### config.mk
export PLATFORM = sky130hd
export DESIGN_NAME = addsub_pipe
export DESIGN_NICKNAME = d
export VERILOG_FILES = /design/src/rtl/addsub_pipe.sv
export SDC_FILE = /design/constraint.sdc
export NUM_CORES = 1
export LEC_CHECK = 0
export ABC_AREA = 1
export CAP_MARGIN = 0
export CORE_UTILIZATION = 57
export DETAILED_ROUTE_END_ITERATION = 8
export HOLD_SLACK_MARGIN = 0.05
export PLACE_DENSITY_LB_ADDON = 0.3
export SYNTH_ARGS = -nofsm -noshare
export SYNTH_HDL_FRONTEND = slang
export SYNTH_SLANG_ARGS = --single-unit
### constraint.sdc
create_clock -name clock -period 12.65 [get_ports clock]
set_input_delay 2.53 -clock clock [delete_from_list [all_inputs] [get_ports clock]]
set_output_delay 2.53 -clock clock [all_outputs]
set_load 0.03 [all_outputs]
### src/rtl/addsub_pipe.sv
// Segmented-carry pipelined adder/subtractor: one carry-chain slice per stage,
// whole-pipeline stall on output back-pressure, flags registered with the result.
module addsub_pipe #(
  parameter int WIDTH    = 32,
  parameter int SEGMENTS = 4
) (
  input  logic             clock,
  input  logic             clear,
  input  logic             in_valid,
  output logic             in_ready,
  input  logic [WIDTH-1:0] A,
  input  logic [WIDTH-1:0] B,
  input  logic             sub,
  output logic             out_valid,
  input  logic             out_ready,
  output logic [WIDTH-1:0] result,
  output logic             cout,
  output logic             borrow,
  output logic             overflow,
  output logic             zero,
  output logic             negative
);

  localparam int SW = WIDTH / SEGMENTS;

  // Stage k holds an operation whose slices below k are already summed.
  logic             r_vld [SEGMENTS];
  logic [WIDTH-1:0] r_a   [SEGMENTS];
  logic [WIDTH-1:0] r_bx  [SEGMENTS];
  logic [WIDTH-1:0] r_sum [SEGMENTS];
  logic             r_c   [SEGMENTS];
  logic             r_sub [SEGMENTS];

  logic             r_out_valid;
  logic [WIDTH-1:0] r_result;
  logic             r_cout;
  logic             r_borrow;
  logic             r_overflow;
  logic             r_zero;
  logic             r_negative;

  logic [SW:0]      w_seg  [SEGMENTS];
  logic [WIDTH-1:0] w_nsum [SEGMENTS];
  logic             w_advance;
  logic [WIDTH-1:0] w_fin;
  logic             w_fin_c;
  logic             w_ovf;

  assign w_advance = ~(r_out_valid & ~out_ready);
  assign in_ready  = w_advance;

  always_comb begin
    for (int k = 0; k < SEGMENTS; k++) begin
      w_seg[k]  = {1'b0, r_a[k][k*SW +: SW]} + {1'b0, r_bx[k][k*SW +: SW]}
                + {{SW{1'b0}}, r_c[k]};
      w_nsum[k] = r_sum[k];
      w_nsum[k][k*SW +: SW] = w_seg[k][SW-1:0];
    end
  end

  assign w_fin   = w_nsum[SEGMENTS-1];
  assign w_fin_c = w_seg[SEGMENTS-1][SW];
  // B is already inverted in subtract mode, so equal operand MSBs mean same-sign add.
  assign w_ovf   = (r_a[SEGMENTS-1][WIDTH-1] == r_bx[SEGMENTS-1][WIDTH-1])
                && (w_fin[WIDTH-1] != r_a[SEGMENTS-1][WIDTH-1]);

  always_ff @(posedge clock) begin
    if (clear) begin
      for (int k = 0; k < SEGMENTS; k++) begin
        r_vld[k] <= 1'b0;
        r_a[k]   <= '0;
        r_bx[k]  <= '0;
        r_sum[k] <= '0;
        r_c[k]   <= 1'b0;
        r_sub[k] <= 1'b0;
      end
      r_out_valid <= 1'b0;
      r_result    <= '0;
      r_cout      <= 1'b0;
      r_borrow    <= 1'b0;
      r_overflow  <= 1'b0;
      r_zero      <= 1'b0;
      r_negative  <= 1'b0;
    end else if (w_advance) begin
      r_vld[0] <= in_valid;
      r_a[0]   <= A;
      r_bx[0]  <= B ^ {WIDTH{sub}};
      r_sum[0] <= '0;
      r_c[0]   <= sub;
      r_sub[0] <= sub;
      for (int k = 1; k < SEGMENTS; k++) begin
        r_vld[k] <= r_vld[k-1];
        r_a[k]   <= r_a[k-1];
        r_bx[k]  <= r_bx[k-1];
        r_sum[k] <= w_nsum[k-1];
        r_c[k]   <= w_seg[k-1][SW];
        r_sub[k] <= r_sub[k-1];
      end
      r_out_valid <= r_vld[SEGMENTS-1];
      if (r_vld[SEGMENTS-1]) begin
        r_result   <= w_fin;
        r_cout     <= w_fin_c;
        r_borrow   <= r_sub[SEGMENTS-1] & ~w_fin_c;
        r_overflow <= w_ovf;
        r_zero     <= (w_fin == '0);
        r_negative <= w_fin[WIDTH-1];
      end
    end
  end

  assign out_valid = r_out_valid;
  assign result    = r_result;
  assign cout      = r_cout;
  assign borrow    = r_borrow;
  assign overflow  = r_overflow;
  assign zero      = r_zero;
  assign negative  = r_negative;

endmodule

### Yosys cells after proc, flatten, opt, wreduce, memory -nomap -nowiden

Memories as Yosys holds them, arrays and structs flattened.
Index checks and enable logic that the tools add are counted.

* bits in registers: 38
* memory bits (writable): 396
* input port bits: 69
* memories: 6

Memories
* r_a: depth 4, width 32, read ports 4, clocked after Yosys merged registers in 0, wr ports 4, line 28 `logic [WIDTH-1:0] r_a [SEGMENTS];`
* r_bx: depth 4, width 32, read ports 4, clocked after Yosys merged registers in 0, wr ports 4, line 29 `logic [WIDTH-1:0] r_bx [SEGMENTS];`
* r_sum: depth 4, width 32, read ports 4, clocked after Yosys merged registers in 0, wr ports 4, line 30 `logic [WIDTH-1:0] r_sum [SEGMENTS];`
* r_c: depth 4, width 1, read ports 4, clocked after Yosys merged registers in 0, wr ports 4, line 31 `logic r_c [SEGMENTS];`
* r_sub: depth 4, width 1, read ports 4, clocked after Yosys merged registers in 0, wr ports 4, line 32 `logic r_sub [SEGMENTS];`
* r_vld: depth 4, width 1, read ports 4, clocked after Yosys merged registers in 0, wr ports 4, line 27 `logic r_vld [SEGMENTS];`

* add/subtract/negate cells: 8
* equality and inequality tests: 2
* muxes and demuxes: 29
* bitwise gates (word level): 30
* reduce and logical (&&, ||, !) cells: 3

Operators with widths (number)
* 32-bit two-way mux: 12
* 8-bit by 8-bit adder with 9-bit output: 4
* 9-bit by 1-bit adder with 9-bit output: 4
* 32-bit logical NOT: 1
* 32-bit bitwise XOR: 1
* 1-bit OR: 24
* 1-bit two-way mux: 17
* 1-bit inverter: 3
* 1-bit AND: 2
* 2-bit AND reduction: 1
* 1-bit equality test: 1
* 1-bit logical AND: 1
* 1-bit != test: 1

### Logic depth before layout (Yosys ltp)

Gate-level depths: netlist of the first run.

* depth in word-level cells: 6
* depth in mapped cells: 12

### Worst setup path before layout of the first run

Ideal clock, no wire load.

* path type: input to register
* start: input clear
* end: memory r_a[0][0], enable pin
* library setup time: 2.253 ns
* arrival time: 7.832 ns
* slack: 2.566 ns
* cell stages on the path: 4
* buffers on the path: 2
* cells stage by stage: buf_6 inv_2 clkbuf_1 nand3_1

RTL lines
* start: declaration: line 8 `input logic clear,`
* end: declaration: line 28

### Worst setup path after layout of the first run

* start: input out_ready
* end: output in_ready

* cells in the longest elaborated chain, start to end: 3

RTL lines
* start: declaration: line 15 `input logic out_ready,`
* 1-bit inverter: line 49 `assign w_advance = ~(r_out_valid & ~out_ready);`
* 1-bit AND: line 49
* 1-bit inverter (no line)
* end: declaration: line 10 `output logic in_ready,`

No other way between the ends.

==> metrics.md, run 1 <==
| Metric | Value |
|---|---|
| Initial core utilization | `0.5799` |
| Skew-Pair Late Insertion Delay | `0.51 ns` |
| Syn nets | `1,176` |
| CTS tree | `built` |
| Fin cells | `1,451` |
| Drt drc | `0` |
| Hold Path Class | `flop to flop` |
| Netlist Area Pre-Place | `11,290 um^2` |
| Power consumption | `1.848 mW` |
| Synth area leaders | `edfxtp_1 (58%), nor2_1 (8.3%), inv_1 (7.3%), dfxtp_1 (6.6%), ha_1 (3.1%)` |
| FILL cells | `1,406` |
| Root buf cell | `clkbuf_16` |
| CP Capture Type | `output pin` |
| DR vias/cell | `4.746` |
| Placed Cells | `1,407` |
| Unrepaired setup endpoints after global routing | `no` |
| Antenna violations before repair | `0` |
| Most frequent cell on the critical path | `clkdlybuf4s50_1` |
| Global Route Usage Sum | `0.1798` |
| Final max-slew violation count | `0` |
| Worst Setup Start Kind | `input pin` |
| Clock period minus worst slack | `6.355 ns` |
| Largest net degree at the start of global routing | `102` |
| Syn. warnings | `0` |
| Crit path max-delay family | `buffers and inverters` |
| N_diodes | `0` |
| Final instance area | `13,310 um^2` |
| Setup Crit Path Kind | `input pin to output pin` |
| Period utilization | `0.5024` |
| Max clock buf depth | `3` |
| Clock-pin slew on the worst setup and hold paths | `0.05 ns` |
| Fraction of layout cells with a size suffix above 1 | `0.05059` |
| Vias in the first global route | `6,501` |
| Synth top area share | `0.5827` |
| Post-synth EDFFs | `219` |
| CTS Buf Count | `25` |
| GP Congestion | `0.8374` |
| Post-synth ARST share | `0` |
| Area growth, synth to finish | `17.96%` |
| Worst hold margin | `0.4777 ns` |
| Final Skew | `0.009519 ns` |
| Drt pass-1 iters | `4` |
| Global-route wire length before repair | `29,270 um` |
| ANT nets after route | `0` |
| Final WL | `17,550 um` |
| Max transition margin | `0.2516` |
| Placed cell area | `12,520 um^2` |
| Leak | `5.655 nW` |
| Post-CTS resize count | `0` |
| Slowest stage delay, CP | `0.67 ns` |
| Setup violators final | `0` |
| Postcts setup bufs | `0` |
| Hold Vio Cnt, Final | `0` |
| H-Tree Depth | `1` |
| Max-Cap Viols | `0` |
| Port bufs | `107` |
| Worst Tran Pin Value | `1.123 ns` |
| Mapped Avg Cell Area | `10.54 um^2` |
| Die X | `142.7 um` |
| Max Fclk | `0.1574 GHz` |
| Core Region | `19,460 um^2` |
| Row count | `51` |
| Overall die height | `142.7 um` |
| Hold_buf cts | `0` |
| PD cells | `138.8 nW/um^2` |
| Yosys reg bits | `256` |
| Critical-path cell list | `clkdlybuf4s50_1 -> inv_2 -> nand2_4 -> clkdlybuf4s50_1` |
| Seq/Total Area, Yosys | `0.6483` |
| Peak VDD IR | `0.1122 mV` |
| Io pins | `108` |
| Largest area contributor in the netlist | `edfxtp_1` |
| Fin nets | `1,274` |
| Worst path required time | `10.12 ns` |
| Die area | `20,370 um^2` |
| Post-Syn Instances | `1,071` |
| DR iter-0 viols | `529` |
| Setup TNS | `0 ns` |
| Global route overflow | `0` |
| CP bufs+invs | `3` |
| DR WL/cell | `12.10 um` |
| CP Max Fanout | `4` |
| Critical Path AT | `3.82 ns` |
| CTS Sinks | `256` |
| Post-synth cell types | `33` |
| Outcome | `finished clean` |
| Top_reg_cell synth | `edfxtp_1` |
| Critical-path top delay cell | `clkdlybuf4s50_1` |
| Post-DP HPWL | `11,370 um` |
| Vias | `6,886` |
final timing paths:
| check | from | endpoint | slack, ns | depth (start not counted) |
|---|---|---|---|---|
| worst min register to register | borrow | borrow | 0.48 | 2 |
| worst min-delay path | borrow | borrow | 0.48 | 2 |
| worst max-delay path | out_ready | in_ready | 6.30 | 4 |
| worst max register to register | out_valid | r_a[0][18] | 9.48 | 3 |
cell usage in the layout, fill, tap and decap left out, types with 2 or more instances in the layout:
cell             instances
o21ai_1                  9
dfxtp_1                 37
nand4_1                 10
clkinv_2                 3
o31a_1                   2
a221oi_1                 2
nand2_4                  3
o21ai_0                 36
o211ai_1                 3
nor2_2                   3
bufinv_16                3
a21oi_4                  2
nand3_1                 21
nand2_1                 65
clkbuf_1                 3
nor2_1                 250
inv_2                    6
nand2_2                  6
ha_1                    28
clkinv_1                 8
o21bai_1                 2
fa_1                     8
clkinv_4                 2
a21oi_1                 51
a211oi_1                 2
nor3_1                   7
a31oi_1                  2
buf_4                    4
clkdlybuf4s50_1        106
edfxtp_1               219
xnor2_1                 32
inv_1                  219
clkbuf_16               25
or2_1                    2
cell usage after synthesis (3+ instances only):
library cell / instances
a21oi_1: 51
buf_2: 30
clkbuf_1: 6
dfxtp_1: 37
edfxtp_1: 219
fa_1: 8
ha_1: 28
inv_1: 219
inv_2: 6
nand2_1: 66
nand2_2: 6
nand3_1: 22
nand4_1: 10
nor2_1: 250
nor2_2: 3
nor3_1: 7
o211ai_1: 3
o21ai_0: 36
o21ai_1: 9
xnor2_1: 32
layer usage:
metal | global-route usage | vias to the layer above | share of wire
li1 | - | 3612 | -
met1 | 0.2332 | 3083 | 0.45
met2 | 0.3158 | 162 | 0.48
met3 | 0.03052 | 29 | 0.053
met4 | 0.04301 | 0 | 0.017
met5 | 0 | - | 0
worst reg2reg max path, cell delays in order (launching register included):
cell	delay, ns
dfxtp_1	0.37
nand3_4	0.54
buf_4	0.99
buf_4	0.84
stage by stage:
stage               utilization  worst slack (ns)
floorplan                     -             2.566
global placement         0.6435             6.287
detailed placement       0.6435             6.284
CTS                      0.6840             6.293
global route             0.6840             6.264
finish                   0.6840             6.295
registers in the layout (all words and copies together), names as in the netlist:
name / flops
cout: 1
overflow: 1
r_vld: 4
r_a: 80
borrow: 1
result: 32
zero: 1
r_sub: 4
r_bx: 80
out_valid: 1
r_sum: 48
r_c: 3
final cells by class:
cell class	count	area, um^2	share of cell area
inverter	225	844.6	0.06344
multi-input combinational	550	2934	0.2204
sequential	256	7317	0.5496
clock inverter	16	152.6	0.01147
tap	265	331.6	0.02491
timing repair buffer	111	1096	0.08233
clock buffer	28	636.9	0.04784
report_power, final:
| group | total [mW] | switching, mW | internal (mW) | leakage (nW) |
|---|---|---|---|---|
| clock | 0.710 | 0.289 | 0.421 | 0.387 |
| sequential | 0.984 | 0.0172 | 0.967 | 2.91 |
| combinational | 0.154 | 0.0880 | 0.0657 | 2.36 |
logic make-up (layout without fill, tap and decap cells):
kind of cell / count (synthesis) / after routing / share of synthesized area
DFF: 256 / 256 / 0.6483
xor gates and xnor gates: 33 / 33 / 0.02561
and+or+nand+nor: 369 / 369 / 0.1323
buffers and inverters: 265 / 380 / 0.09346
adders and majority gates: 36 / 36 / 0.04523
AOI/OAI and AO/OA: 112 / 112 / 0.05510
(Power assumes the default switching activity.)
==> run 2, diff against run 1 <==
--- a/config.mk
+++ b/config.mk
@@ -7,7 +7,7 @@
 export LEC_CHECK = 0
 export ABC_AREA = 1
 export CAP_MARGIN = 0
-export CORE_UTILIZATION = 57
+export CORE_UTILIZATION = 52
 export DETAILED_ROUTE_END_ITERATION = 8
 export HOLD_SLACK_MARGIN = 0.05
 export PLACE_DENSITY_LB_ADDON = 0.3
==> constraint.sdc (replaced) <==
create_clock -name clock -period 5.4 [get_ports clock]
set_input_delay 1.08 -clock clock [delete_from_list [all_inputs] [get_ports clock]]
set_output_delay 1.08 -clock clock [all_outputs]
set_load 0.03 [all_outputs]
==> run 2 against run 1 <==
Against the previous run:
- clock-buffer cell count is 4 higher
- core utilization decreased by 5.4 points
- sequential share of layout area hardly changed
- total power up 130%
- critical path type unchanged
- largest cell class unchanged
- largest power group unchanged
- highest routed layer unchanged
==> metrics.md, run 2 (synthesized netlist as in run 1, its figures left out) <==
| Metric | Value |
|---|---|
| Critical-path cell list | `clkdlybuf4s50_1 -> inv_2 -> nand2_4 -> clkdlybuf4s50_1 (unchanged)` |
| CP Capture Type | `output pin (unchanged)` |
| Area growth, synth to finish | `18.04% (was 17.96%)` |
| Hold Vio Cnt, Final | `0 (unchanged)` |
| Initial core utilization | `0.5335 (was 0.5799)` |
| CP Max Fanout | `4 (unchanged)` |
| Grt met3 use | `0.02416 (was 0.03052)` |
| Slowest stage delay, CP | `0.67 ns (about the same)` |
| Most Crowded Layer GR | `met2 (unchanged)` |
| Worst Slack Setup Final | `1.933 ns (was 6.295 ns)` |
| CTS tree | `built (unchanged)` |
| ANT nets after route | `0 (unchanged)` |
| CTS Buf Count | `25 (unchanged)` |
| Postcts setup bufs | `0 (unchanged)` |
| Core Region | `21,150 um^2 (was 19,460 um^2)` |
| Period utilization | `0.6420` |
| Die area | `22,300 um^2 (was 20,370 um^2)` |
| N_diodes | `0 (unchanged)` |
| Area of the multi-input gates | `2934 um^2 (unchanged)` |
| DR iter-0 viols | `388 (was 529)` |
| Overall die height | `149.3 um (was 142.7 um)` |
| Setup Crit Path Kind | `input pin to output pin (unchanged)` |
| Critical-path top delay cell | `clkdlybuf4s50_1 (unchanged)` |
| Peak VDD IR | `0.2526 mV (was 0.1122 mV)` |
| Max clock buf depth | `3 (unchanged)` |
| Most common cell after layout, fill and taps aside | `nor2_1 (unchanged)` |
| Flop2flop setup slack | `3.17 ns (was 9.48 ns)` |
| Grt met2 use | `0.2451 (was 0.3158)` |
| Setup TNS | `0 ns (unchanged)` |
| Final WL | `17,030 um (was 17,550 um)` |
| Post-CTS resize count | `0 (unchanged)` |
| Global Route Usage Sum | `0.1608 (was 0.1798)` |
| Leak | `5.661 nW (was 5.655 nW)` |
| Crit path max-delay family | `buffers and inverters (unchanged)` |
| Vias in the first global route | `6,286 (was 6,501)` |
| DR vias/cell | `4.646 (was 4.746)` |
| FILL cells | `1,707 (was 1,406)` |
| DR WL/cell | `11.64 um (was 12.10 um)` |
| Critical Path AT | `2.39 ns (was 3.82 ns)` |
| Worst Tran Pin Value | `1.097 ns (was 1.123 ns)` |
| Antenna violations before repair | `0 (unchanged)` |
| Clock period minus worst slack | `3.467 ns` |
| Fin nets | `1,276 (was 1,274)` |
| Worst Setup Start Kind | `input pin (unchanged)` |
| Io pins | `108 (unchanged)` |
| Seq. cell area | `7317 um^2 (unchanged)` |
| Drt pass-1 iters | `5 (was 4)` |
| Final max-slew violation count | `0 (unchanged)` |
| Worst path required time | `4.32 ns (was 10.12 ns)` |
| Max-Cap Viols | `0 (unchanged)` |
| Largest net degree at the start of global routing | `112 (was 102)` |
| Setup violators final | `0 (unchanged)` |
| H-Tree Depth | `1 (unchanged)` |
| CP bufs+invs | `3 (unchanged)` |
| CTS Sinks | `256 (unchanged)` |
| Row count | `53 (was 51)` |
| Die X | `149.3 um (was 142.7 um)` |
| Most frequent cells in the layout | `nor2_1 (250), inv_1 (219), edfxtp_1 (219), clkdlybuf4s50_1 (106), nand2_1 (65) (unchanged)` |
| Final Skew | `0.02445 ns (was 0.009519 ns)` |
| Final instance area | `13,320 um^2 (was 13,310 um^2)` |
| GRT met1 Usage | `0.2379 (was 0.2332)` |
| Unrepaired setup endpoints after global routing | `no (unchanged)` |
| Port bufs | `107 (unchanged)` |
| Max Fclk | `0.2884 GHz` |
| Regs by FF count | `r_a x80, r_bx x80, r_sum x48 (unchanged)` |
| Global route overflow | `0 (unchanged)` |
| Skew-Pair Late Insertion Delay | `0.52 ns (was 0.51 ns)` |
| Placed cell area | `12,590 um^2 (was 12,520 um^2)` |
| Hold Path Class | `flop to flop (unchanged)` |
| PD cells | `317.6 nW/um^2 (was 138.8 nW/um^2)` |
| Post-DP HPWL | `11,450 um (was 11,370 um)` |
| Most frequent cell on the critical path | `clkdlybuf4s50_1 (unchanged)` |
| Global-route wire length before repair | `29,040 um (was 29,270 um)` |
| Drt drc | `0 (unchanged)` |
| Root buf cell | `clkbuf_16 (unchanged)` |
| Fraction of layout cells with a size suffix above 1 | `0.05303 (was 0.05059)` |
| Hold_buf cts | `0 (unchanged)` |
| Max transition margin | `0.2689 (was 0.2516)` |
| Outcome | `finished clean (unchanged)` |
| Place WS | `1.469 ns (was 6.284 ns)` |
| Clock-pin slew on the worst setup and hold paths | `0.06 ns (was 0.05 ns)` |
| GP Congestion | `0.7985 (was 0.8374)` |
| Vias | `6,797 (was 6,886)` |
## run 2: per-layer routing
layer  wire length [um]  share of wire  vias up
li1                   -              -     3606
met3                929          0.055       27
met2               7396           0.43      176
met5                  0              0        -
met1               8342           0.49     2988
met4                365          0.021        0
## run 2: where the power goes
part           internal [mW]  leakage (nW)  switching, mW
Clock                  0.896         0.366          0.665
Sequential              2.27          2.91         0.0408
Combinational          0.156          2.39          0.208
Total                   3.32          5.66          0.914
## run 2: path summary, 6_finish.rpt
check	cells after the start	start	to
min	2	borrow	borrow
max reg2reg	11	r_bx[3][24]	zero
min reg2reg	2	borrow	borrow
max	4	out_ready	in_ready
## run 2: area by class of cell
class,instances,share of cell area
inverters,225,0.06340
repair buffers,113,0.08622
flip-flops and latches,256,0.5493
well taps,275,0.02583
clock inverters,12,0.006105
multi-input cells,550,0.2202
clock buffers,32,0.04893
## run 2: stage by stage
stage,power (mW),hold slack [ns],utilization,instances
finish,4.231,0.4662,0.6297,1463
global route,4.404,0.4918,0.6297,1463
CTS,4.270,0.4670,0.6297,1463
detailed placement,2.712,0.4573,0.5951,1419
global placement,2.699,0.4549,0.5951,1419
floorplan,2.580,0.4712,-,1071
## run 2: worst register-to-register path: cells and delay by family (launching register included)
| kind | cells | cell delay, ns |
|---|---|---|
| DFF | 1 | 0.40 |
| AOI/OAI and AO/OA | 1 | 0.11 |
| and+or+nand+nor | 8 | 0.62 |
| adders and majority gates | 2 | 1.02 |
==> run 3, diff against run 2 <==
--- a/config.mk
+++ b/config.mk
@@ -7,7 +7,7 @@
 export LEC_CHECK = 0
 export ABC_AREA = 1
 export CAP_MARGIN = 0
-export CORE_UTILIZATION = 52
+export CORE_UTILIZATION = 57
 export DETAILED_ROUTE_END_ITERATION = 8
 export HOLD_SLACK_MARGIN = 0.05
 export PLACE_DENSITY_LB_ADDON = 0.3
==> constraint.sdc (replaced) <==
create_clock -name clock -period 3.42 [get_ports clock]
set_input_delay 0.684 -clock clock [delete_from_list [all_inputs] [get_ports clock]]
set_output_delay 0.684 -clock clock [all_outputs]
set_load 0.03 [all_outputs]
==> run 3 against run 2 <==
Against the previous run:
- cell count shrank 0.48%
- largest power group unchanged
- clock power increased by 69%
- design area grew 0.73%
- wire length rose by 2.8%
- first-iteration DRC count fell by 7.5%
==> metrics.md, run 3 (synthesized netlist as in run 1, its figures left out) <==
| Metric | Value |
|---|---|
| Die area | `20,370 um^2 (was 22,300 um^2)` |
| Die X | `142.7 um (was 149.3 um)` |
| CP Max Fanout | `4 (unchanged)` |
| Leak | `5.708 nW (was 5.661 nW)` |
| N_diodes | `0 (unchanged)` |
| Setup Crit Path Kind | `input pin to output pin (unchanged)` |
| Global-route wire length before repair | `29,430 um (was 29,040 um)` |
| R2R Path Start | `r_bx[3][24] (unchanged)` |
| PD cells | `510.8 nW/um^2 (was 317.6 nW/um^2)` |
| CTS Buf Count | `25 (unchanged)` |
| Global route overflow | `0 (unchanged)` |
| Setup violators final | `0 (unchanged)` |
| Max clock buf depth | `3 (unchanged)` |
| Vias in the first global route | `6,469 (was 6,286)` |
| CP Capture Type | `output pin (unchanged)` |
| RR Endpoint | `zero (unchanged)` |
| Period utilization | `0.7811` |
| Max transition margin | `0.3435 (was 0.2689)` |
| Largest net degree at the start of global routing | `66 (was 112)` |
| Fin nets | `1,280 (was 1,276)` |
| Hold_buf cts | `0 (unchanged)` |
| Unrepaired setup endpoints after global routing | `no (unchanged)` |
| Core Region | `19,460 um^2 (was 21,150 um^2)` |
| Critical path startpoint | `out_ready (unchanged)` |
| Clock-pin slew on the worst setup and hold paths | `0.06 ns (about the same)` |
| CTS Sinks | `256 (unchanged)` |
| Fraction of layout cells with a size suffix above 1 | `0.05626 (was 0.05303)` |
| Skew-Pair Late Insertion Delay | `0.51 ns (was 0.52 ns)` |
| Postcts setup bufs | `0 (unchanged)` |
| Initial core utilization | `0.5799 (was 0.5335)` |
| Root buf cell | `clkbuf_16 (unchanged)` |
| ANT nets after route | `0 (unchanged)` |
| Final WL | `17,510 um (was 17,030 um)` |
| H-Tree Depth | `1 (unchanged)` |
| End-of-flow core utilization | `0.6895 (was 0.6297)` |
| Peak VDD IR | `0.3746 mV (was 0.2526 mV)` |
| Antenna violations before repair | `0 (unchanged)` |
| Hold Vio Cnt, Final | `0 (unchanged)` |
| Worst Hold End | `overflow (was borrow)` |
| Final Skew | `0.01327 ns (was 0.02445 ns)` |
| Port bufs | `107 (unchanged)` |
| FF-to-FF path depth | `11 (unchanged)` |
| Placed cell area | `12,630 um^2 (was 12,590 um^2)` |
| Max Fclk | `0.3744 GHz` |
| DR vias/cell | `4.790 (was 4.646)` |
| Area growth, synth to finish | `18.90% (was 18.04%)` |
| Worst path required time | `2.74 ns (was 4.32 ns)` |
| Post-DP HPWL | `11,540 um (was 11,450 um)` |
| Flop2flop setup slack | `1.13 ns (was 3.17 ns)` |
| Max-Cap Viols | `0 (unchanged)` |
| Worst Setup Start Kind | `input pin (unchanged)` |
| Most common cell after layout, fill and taps aside | `nor2_1 (unchanged)` |
| FILL cells | `1,393 (was 1,707)` |
| Most frequent cells in the layout | `nor2_1 (250), inv_1 (219), edfxtp_1 (219), clkdlybuf4s50_1 (106), nand2_1 (65) (unchanged)` |
| Worst Hold Depth | `2 (unchanged)` |
| Global Route Usage Sum | `0.1802 (was 0.1608)` |
| DR WL/cell | `12.03 um (was 11.64 um)` |
| Place WS | `0.7039 ns (was 1.469 ns)` |
| Row count | `51 (was 53)` |
| Worst Slack Setup Final | `0.7487 ns (was 1.933 ns)` |
| Final max-slew violation count | `0 (unchanged)` |
| Post-CTS resize count | `0 (unchanged)` |
| Outcome | `finished clean (unchanged)` |
| Drt pass-1 iters | `5 (unchanged)` |
| Overall die height | `142.7 um (was 149.3 um)` |
| Min-delay src | `overflow (was borrow)` |
| Vias | `6,974 (was 6,797)` |
| Worst hold margin | `0.4678 ns (was 0.4662 ns)` |
| Seq. cell area | `7317 um^2 (unchanged)` |
| Io pins | `108 (unchanged)` |
| Final instance area | `13,420 um^2 (was 13,320 um^2)` |
| Regs by FF count | `r_a x80, r_bx x80, r_sum x48 (unchanged)` |
| GP Congestion | `0.8357 (was 0.7985)` |
| Clock period minus worst slack | `2.671 ns` |
| Critical Path AT | `1.99 ns (was 2.39 ns)` |
| Worst Tran Pin Value | `0.9847 ns (was 1.097 ns)` |
| CTS tree | `built (unchanged)` |
| Area of the multi-input gates | `2934 um^2 (unchanged)` |
| DR iter-0 viols | `359 (was 388)` |
| Drt drc | `0 (unchanged)` |
| Hold Path Class | `flop to flop (unchanged)` |
## run 3: changes by cell type in the layout (fill, tap and decap cells not counted)
cell	change
inv_4	+1
buf_4	+2
bufinv_16	+2
inv_6	+1
clkinvlp_4	+1
buf_12	+2
clkbuf_1	-5
clkinv_2	-4
clkinv_1	+4
inv_2	-1
## run 3: how the worst max path moves through the flow
stage | end | slack, ns | cells after the start
2_1_floorplan | r_a[0][0] | -0.05 | 4
3_3_place_gp | r_bx[0][0] | 0.75 | 5
3_5_place_dp | r_bx[0][0] | 0.70 | 5
4_1_cts | in_ready | 0.74 | 4
5_1_grt | in_ready | 0.70 | 4
6_report | in_ready | 0.75 | 4
## run 3: metal layers
| metal | up-vias | wire length [um] | GRT usage |
|---|---|---|---|
| met5 | - | 0 | 0 |
| met4 | 0 | 237 | 0.04301 |
| met3 | 19 | 852 | 0.02951 |
| met2 | 173 | 8446 | 0.3086 |
| met1 | 3162 | 7976 | 0.2413 |
| li1 | 3620 | - | - |
## run 3: stage by stage
step	cells	total power [mW]	setup TNS [ns]
floorplan	1071	4.077	-12.04
global placement	1413	4.258	0
detailed placement	1413	4.281	0
CTS	1456	6.927	0
global route	1456	7.136	0
finish	1456	6.854	0
## run 3: report_power, final
part | total (mW) | internal (mW) | switching, mW | leakage, nW
clock | 2.64 | 1.56 | 1.08 | 0.384
sequential | 3.64 | 3.57 | 0.0629 | 2.91
combinational | 0.579 | 0.250 | 0.329 | 2.42
## run 3: layout make-up
type                            instances  share of cell area
Timing Repair Buffer                  117             0.08970
Tap cell                              265             0.02471
Sequential cell                       256              0.5453
Inverter                              225             0.06312
Clock buffer                           27             0.04718
Multi-Input combinational cell        550              0.2186
Clock inverter                         16             0.01138
## run 3: critical path: stages
cell,delay [ns]
clkdlybuf4s50_1,0.47
inv_2,0.07
nand2_4,0.09
clkdlybuf4s50_1,0.67
